==> config.mk <==
export PLATFORM = sky130hd
export DESIGN_NAME = ascii_load_feeder
export DESIGN_NICKNAME = d
export VERILOG_FILES = /design/src/rtl/ascii_load_feeder.sv
export SDC_FILE = /design/constraint.sdc
export NUM_CORES = 2
export LEC_CHECK = 0
export CAP_MARGIN = 30
export CELL_PAD_IN_SITES_DETAIL_PLACEMENT = 2
export CELL_PAD_IN_SITES_GLOBAL_PLACEMENT = 2
export CORE_MARGIN = 1
export CORE_UTILIZATION = 46
export DETAILED_ROUTE_END_ITERATION = 16
export PLACE_DENSITY = 0.75
export SYNTH_ARGS = -nofsm -noshare
export SYNTH_HDL_FRONTEND = slang
export SYNTH_SLANG_ARGS = --single-unit
==> constraint.sdc <==
create_clock -name clk -period 3.6 [get_ports clk]
set_input_delay 0.9 -clock clk [delete_from_list [all_inputs] [get_ports clk]]
set_output_delay 0.9 -clock clk [all_outputs]
set_load 0.01 [all_outputs]
==> src/rtl/ascii_load_feeder.sv <==
// ============================================================================
// Module   : ascii_load_feeder
// Purpose  : Buffers an ioctl-downloaded ASCII file and paces it, one byte at
//            a time, into the UK101 serial receive path.
// Revision : 1.0 - initial release
// ============================================================================
`default_nettype none

module ascii_load_feeder #(
  parameter int FIFO_AW  = 8,
  parameter int GAP_W    = 24,
  parameter int CHAR_GAP = 48000,
  parameter int LINE_GAP = 4800000
) (
  input  logic       clk,
  input  logic       n_reset,
  input  logic       ioctl_download,
  input  logic       ioctl_wr,
  input  logic [7:0] ioctl_data,
  output logic       ioctl_wait,
  input  logic       abort,
  output logic [7:0] rx_data,
  output logic       rx_valid,
  input  logic       rx_ready,
  output logic       busy,
  output logic       overflow
);

  localparam int               c_DEPTH_I  = 2 ** FIFO_AW;
  localparam logic [FIFO_AW:0] c_DEPTH    = {1'b1, {FIFO_AW{1'b0}}};
  localparam logic [FIFO_AW:0] c_WAIT_LVL = c_DEPTH - 2'd2;
  localparam logic [GAP_W-1:0] c_CHAR_GAP = GAP_W'(CHAR_GAP);
  localparam logic [GAP_W-1:0] c_LINE_GAP = GAP_W'(LINE_GAP);
  localparam logic [7:0]       c_CR       = 8'h0D;
  localparam logic [7:0]       c_LF       = 8'h0A;

  typedef enum logic [1:0] {
    S_IDLE    = 2'd0,
    S_PRESENT = 2'd1,
    S_GAP     = 2'd2
  } state_t;

  logic [7:0]         r_mem [c_DEPTH_I];
  logic [FIFO_AW-1:0] r_wptr;
  logic [FIFO_AW-1:0] r_rptr;
  logic [FIFO_AW:0]   r_count;
  logic               r_wait;
  logic               r_overflow;
  logic               r_last_cr;
  logic               r_dl_d;
  state_t             r_state;
  logic [GAP_W-1:0]   r_gap;
  logic [7:0]         r_rx_data;
  logic               r_rx_valid;

  logic               w_dl_start;
  logic               w_flush;
  logic               w_wr;
  logic               w_is_lf;
  logic               w_keep;
  logic [7:0]         w_wbyte;
  logic               w_full;
  logic               w_pop;
  logic               w_push;
  logic               w_drop;
  logic [FIFO_AW:0]   w_count_nxt;
  state_t             w_state_nxt;
  logic [GAP_W-1:0]   w_gap_nxt;
  logic [7:0]         w_rx_data_nxt;
  logic               w_rx_valid_nxt;

  assign w_dl_start = ioctl_download & ~r_dl_d;
  assign w_flush    = abort | w_dl_start;
  assign w_wr       = ioctl_download & ioctl_wr & ~w_flush;

  // LF following CR is the second half of a CRLF pair; lone LF becomes CR.
  assign w_is_lf = (ioctl_data == c_LF);
  assign w_keep  = w_wr & (ioctl_data != 8'h00) & ~(w_is_lf & r_last_cr);
  assign w_wbyte = w_is_lf ? c_CR : ioctl_data;

  assign w_full = (r_count == c_DEPTH);
  assign w_pop  = (r_state == S_IDLE) & (r_count != '0) & ~w_flush;
  assign w_push = w_keep & (~w_full | w_pop);
  assign w_drop = w_keep & w_full & ~w_pop;

  always_comb begin
    w_count_nxt = r_count;
    if (w_flush) begin
      w_count_nxt = '0;
    end else begin
      case ({w_push, w_pop})
        2'b10:   w_count_nxt = r_count + 1'b1;
        2'b01:   w_count_nxt = r_count - 1'b1;
        default: w_count_nxt = r_count;
      endcase
    end
  end

  always_ff @(posedge clk or negedge n_reset) begin
    if (!n_reset) begin
      r_wptr     <= '0;
      r_rptr     <= '0;
      r_count    <= '0;
      r_wait     <= 1'b0;
      r_overflow <= 1'b0;
      r_last_cr  <= 1'b0;
      r_dl_d     <= 1'b0;
    end else begin
      r_dl_d  <= ioctl_download;
      r_count <= w_count_nxt;
      r_wait  <= (w_count_nxt >= c_WAIT_LVL);
      if (w_flush) begin
        r_wptr <= '0;
        r_rptr <= '0;
      end else begin
        if (w_push) r_wptr <= r_wptr + 1'b1;
        if (w_pop)  r_rptr <= r_rptr + 1'b1;
      end
      if (w_dl_start)  r_overflow <= 1'b0;
      else if (w_drop) r_overflow <= 1'b1;
      if (w_dl_start)  r_last_cr <= 1'b0;
      else if (w_wr)   r_last_cr <= (ioctl_data == c_CR);
    end
  end

  always_ff @(posedge clk) begin
    if (w_push) r_mem[r_wptr] <= w_wbyte;
  end

  always_ff @(posedge clk or negedge n_reset) begin
    if (!n_reset) begin
      r_state    <= S_IDLE;
      r_gap      <= '0;
      r_rx_data  <= 8'h00;
      r_rx_valid <= 1'b0;
    end else begin
      r_state    <= w_state_nxt;
      r_gap      <= w_gap_nxt;
      r_rx_data  <= w_rx_data_nxt;
      r_rx_valid <= w_rx_valid_nxt;
    end
  end

  always_comb begin
    w_state_nxt    = r_state;
    w_gap_nxt      = r_gap;
    w_rx_data_nxt  = r_rx_data;
    w_rx_valid_nxt = r_rx_valid;
    if (w_flush) begin
      w_state_nxt    = S_IDLE;
      w_gap_nxt      = '0;
      w_rx_valid_nxt = 1'b0;
    end else begin
      case (r_state)
        S_IDLE: begin
          if (w_pop) begin
            w_rx_data_nxt  = r_mem[r_rptr];
            w_rx_valid_nxt = 1'b1;
            w_state_nxt    = S_PRESENT;
          end
        end
        S_PRESENT: begin
          if (rx_ready) begin
            w_rx_valid_nxt = 1'b0;
            w_gap_nxt      = (r_rx_data == c_CR) ? c_LINE_GAP : c_CHAR_GAP;
            w_state_nxt    = S_GAP;
          end
        end
        S_GAP: begin
          if (r_gap <= GAP_W'(1)) begin
            w_gap_nxt   = '0;
            w_state_nxt = S_IDLE;
          end else begin
            w_gap_nxt = r_gap - 1'b1;
          end
        end
        default: begin
          w_state_nxt    = S_IDLE;
          w_gap_nxt      = '0;
          w_rx_valid_nxt = 1'b0;
        end
      endcase
    end
  end

  assign ioctl_wait = r_wait;
  assign rx_data    = r_rx_data;
  assign rx_valid   = r_rx_valid;
  assign overflow   = r_overflow;
  assign busy       = (r_count != '0) | (r_state != S_IDLE);

endmodule

`default_nettype wire

; Word-level counts from Yosys, hierarchy flattened
; Memory sizes are Yosys's and may differ from the RTL's. A register that Yosys moved wholly into a read port is not among the register bits.
; Cells that the tools add are included.
[word_totals]
in_bits = 14
ff_bits = 56
out_inout_bits = 12
word_cells = 90
memories = 1
ram_bits = 2048
[op_classes]
n_eq_ne = 13
mux = 27
add_sub_neg = 5
bitwise = 19
magnitude_cmp = 2
reduce_logical = 13
[memory_table]
columns = memory, depth, width, read_ports, rd_ports_with_merged_regs, write_ports, line
row1 = r_mem, 256, 8, 1, 1, 1, 43  ; logic [7:0] r_mem [c_DEPTH_I];
[op_table]
columns = op, count
row1 = 2-to-1 mux 24 bit, 3
row2 = one-hot mux 24 bit (3 select lines), 1
row3 = 2-to-1 mux 8 bit, 5
row4 = equality test 8 x 4 -> 1 bit (second input constant), 3
row5 = less-or-equal comparator 24 x 1 -> 1 bit (second input constant), 1
row6 = subtractor 24 x 1 -> 24 bit (second input constant), 1
row7 = 2-to-1 mux 23 bit, 1
row8 = one-hot mux 9 bit (2 select lines), 1
row9 = adder 8 x 1 -> 8 bit (second input constant), 2
row10 = bitwise AND 1 bit, 11
row11 = nonzero test 2 bit, 5
row12 = adder 9 x 1 -> 9 bit (second input constant), 1
row13 = equality test 9 bit (second input constant), 1
row14 = greater-or-equal comparator 9 x 8 -> 1 bit (second input constant), 1
row15 = 2-to-1 mux 1 bit, 9
row16 = 2-to-1 mux 9 bit, 1
row17 = inequality test 3 bit (second input constant), 3
row18 = AND reduction 3 bit, 3
row19 = nonzero test 9 bit, 1
row20 = subtractor 9 x 1 -> 9 bit (second input constant), 1
row21 = 2-to-1 mux 2 bit, 4
row22 = nonzero test 8 bit, 1
row23 = one-hot mux 2 bit (3 select lines), 1
row24 = NOT 1 bit, 5
row25 = 8 further kinds, 13

; Depth between registers and ports, before layout
[logic_depth]
ltp_word = 12
ltp_mapped = 14
depth_no_buf = 13

; Worst setup path after synthesis
; Ideal clock, no wire load.
[synth_path]
path_kind = input -> register
from = input ioctl_data[3]
to = memory r_mem[0][3] (data pin)
arrival_time_ns = 4.726
n_path_buf = 1
required_time_ns = 2.588
setup_slack_ns = -2.138
path_stages = 1
setup_time_ns = 1.012
cell_sequence = clkbuf_1
[synth_via]
elab_chain_len = 2
[synth_lines]
columns = element, line
row1 = start: declaration, 19  ; input logic [7:0] ioctl_data,
row2 = equality test 8 x 4 -> 1 bit, 77  ; assign w_is_lf = (ioctl_data == c_LF);
row3 = 2-to-1 mux 8 bit *, 79  ; assign w_wbyte = w_is_lf ? c_CR : ioctl_data;
row4 = end: declaration, 43
; Mark *: on every way between the ends. The rest lies on a longest branch, timed or not.

==> results.py <==
metrics = {
    "run_status": {
        "status": "finished, violations left",
        "violations": "negative setup slack",
    },
    "floorplan": {
        "ios": 26,
        "row_count": 155,
        "dieHeight_um": 426.4,
        "dieArea_um2": 181800,
        "coreArea_um2": 178600,
        "chipWidth_um": 426.4,
        "start_util_pct": 46.39,
    },
    "detailed_routing": {
        "drt-initial-drc-count": 7704,
        "dr_total_vias": 50770,
        "wire_per_inst_um": 48.51,
        "wl_mm": 346.9,
        "ant_nets": 0,
        "vias_per_cell": 7.099,
        "drc": 0,
        "first_pass_iters": 6,
    },
    "synthesis": {
        "synth_seq_cells": 2112,
        "ys_async_sr_fraction_pct": 3.030,
        "ys_seq_area_share_pct": 76.15,
        "synth_fp_nets": 3946,
        "synth_cell_types": 73,
        "synth_edf_count": 2048,
        "syn_avg_cell_area_um2": 21.18,
        "synthFlopType": "edfxtp_1",
        "netlist_area_um2": 82860,
        "yosys_warnings": 0,
        "synthesis.instances": 3913,
    },
    "placed_design": {
        "dpl.hpwl_mm": 190.4,
        "dpl_cell_area_um2": 90770,
        "pre_cts_ws_ns": -0.8356,
        "place_congestion": 0.8688,
        "placed_cells": 6714,
        "io_buffers": 25,
    },
    "pwr": {
        "p_leak_nw": 31.34,
        "power_density_nw_per_um2": 543.1,
        "seqPwrFrac_pct": 50.8,
        "p_int_mw": 40.79,
        "switchingPower_mw": 12.72,
        "combinationalPowerShare_pct": 4.0,
        "ir_drop_uv": 526.1,
        "p_clk_share_pct": 45.2,
        "netSwitchingFraction_pct": 23.77,
    },
    "sta": {
        "tightest_slew_ns": 1.327,
        "final_max_slew_viol_count": 0,
        "max_freq_mhz": 268.7,
        "rsz0062_at_grt": "yes",
        "relSlewSlack_pct": 11.51,
        "hold_violations": 0,
        "setup_slack_ns": -0.1220,
        "min_period_ns": 3.722,
        "setup_violations": 7,
        "fin_crit_sh_pct": 103.4,
        "skew_ns": 0.05591,
    },
    "cells_and_area": {
        "design_area_um2": 98520,
        "final_cell_mix": "2048 x edfxtp_1, 579 x buf_4, 564 x mux4_2, 323 x nor2_1, 221 x clkbuf_16",
        "drive_gt1_share_pct": 34.02,
        "final_common_cell": "edfxtp_1",
        "area_growth_pct": 18.90,
        "final_nets": 4633,
        "fin_cells": 7152,
    },
    "worst_setup_path": {
        "critPathMaxFanout": 29,
        "cp.required_ns": 4.42,
        "startpoint_type": "register",
        "worstPathArrival_ns": 4.55,
        "cp-end-kind": "register",
        "path_class": "reg2reg",
    },
    "global_routing": {
        "grt-ovfl-total": 0,
        "antenna_found_initial": 18,
        "met3_usage_pct": 8.305,
        "grt_max_degree": 201,
        "use_met1_pct": 48.06,
        "grt_pass1_vias": 52140,
        "gr-usage-met2_pct": 62.20,
        "grt_busiest_layer": "met2",
        "grt_util_all_layers_pct": 38.51,
        "grt_pass1_wl_mm": 471.5,
    },
    "clocking": {
        "htreeDepth": 4,
        "cts_tree": "yes",
        "cts-buffers-inserted": 216,
        "cts.sinks": 2112,
        "clk_latency_ns": 0.90,
        "root_buffer": "clkbuf_16",
        "ctsHoldBuffers": 0,
        "clockBufferDepth": 3,
        "path_clk_slew_ns": 0.07,
    },
    "run": {
        "cap_violations": 0,
    },
    "min_path": {
        "hold_class": "in2async",
    },
}
what timing repair did:
item | in CTS | in global routing
buffers inserted | 3 | 7
gates cloned | 2 | 0
resized for setup | 27 | 32
pin swaps | 4 | 9
endpoints found under the setup margin | 11 | 9
Yosys cell counts, types with 11 or more instances:
master | instances | area, um2
dfrtp_1 | 64 | 1602
nand2_1 | 99 | 371.6
a221oi_1 | 14 | 122.6
a211oi_1 | 17 | 127.6
buf_1 | 19 | 71.32
buf_2 | 57 | 285.3
nand4_1 | 15 | 93.84
mux2i_1 | 87 | 870.8
nor4_1 | 13 | 81.33
nor3_1 | 14 | 70.07
xor2_1 | 11 | 96.34
nor2b_1 | 19 | 118.9
nand3_1 | 34 | 170.2
nand2b_1 | 16 | 100.1
a21oi_1 | 55 | 275.3
ha_1 | 18 | 225.2
buf_4 | 39 | 292.8
edfxtp_1 | 2048 | 61500
clkbuf_1 | 101 | 379.1
o21ai_0 | 39 | 195.2
inv_1 | 14 | 52.55
o22ai_1 | 19 | 118.9
o211ai_1 | 15 | 112.6
xnor2_1 | 11 | 96.34
mux4_2 | 564 | 12700
a22oi_1 | 49 | 367.9
nor2_1 | 325 | 1220
through the flow:
| stage | setup TNS [ns] | hold WS (ns) | total power, mW | utilization [%] |
|---|---|---|---|---|
| after global placement | -30.29 | 0.4780 | 29.40 | 50.81 |
| final | -0.5606 | 0.1085 | 53.51 | 55.16 |
| after CTS | -0.02366 | 0.08680 | 52.97 | 54.90 |
| after floorplan | -1439.53 | 0.4520 | 28.65 | - |
| after global routing | -0.2459 | 0.1530 | 54.21 | 55.15 |
| after detailed placement | -584.47 | 0.4965 | 29.61 | 50.82 |
cell type report:
| cell class | count | area (um2) |
|---|---|---|
| flip-flops and latches | 2112 | 63120 |
| clock buffers | 263 | 5698 |
| clock inverters | 144 | 1366 |
| repair buffers | 693 | 6465 |
| diodes | 8 | 20.02 |
| inverters | 16 | 60.06 |
| multi-input cells | 1561 | 18850 |
| fillers | 14710 | 80090 |
| well taps | 2355 | 2947 |
sequential cells by signal, indices dropped and copies added, names as in the netlist:
name,count
rx_data,8
r_rptr,8
r_count,9
r_dl_d,1
overflow,1
r_state,2
r_wptr,8
r_last_cr,1
rx_valid,1
ioctl_wait,1
r_mem,2048
r_gap,24
power groups by stage:
| stage | clock (mW) | combinational, mW | sequential (mW) |
|---|---|---|---|
| final | 24.2 | 2.13 | 27.2 |
| after global routing | 24.9 | 2.18 | 27.2 |
| after CTS | 23.8 | 2.03 | 27.2 |
| after detailed placement | 0 | 1.91 | 27.7 |
| after global placement | 0 | 1.72 | 27.7 |
| after floorplan | 0 | 0.975 | 27.7 |
path summary, 6_finish.rpt:
path,slack (ns),cells past startpoint,to,from
setup / recovery,-0.12,8,rx_data[7],r_rptr[3]
hold / removal,0.11,1,r_gap[1],n_reset
setup reg to reg,-0.12,8,rx_data[7],r_rptr[3]
hold reg to reg,0.54,1,r_gap[18],r_gap[18]
max in group asynchronous,2.68,2,r_state[0],n_reset
min in group clk,0.54,1,r_gap[18],r_gap[18]
metal layers:
layer | up-vias | routed length, um
met1 | 27390 | 121400
met4 | 26 | 24760
met5 | - | 207
met3 | 1251 | 33440
li1 | 17720 | -
met2 | 4390 | 167100
worst max-delay path: stages, from the launching register on:
cell and delay [ns]:
dfrtp_4 0.91, nor2b_4 0.62, buf_4 0.27, a22oi_1 0.10, and3_1 0.21, a31oi_1 0.47, o21ai_0 0.35, o22ai_1 0.48
a211o_1 0.22
cells by family after synthesis:
kind of cell,after synthesis,share of synthesized area (%)
muxes,657,16.46
and+or+nand+nor,578,3.067
DFF,2112,76.15
xor gates and xnor gates,22,0.2325
adders and majority gates,19,0.2960
AOI/OAI and AO/OA,285,2.368
buffers and inverters,240,1.422
No activity file was read; power rests on OpenSTA's default activity.
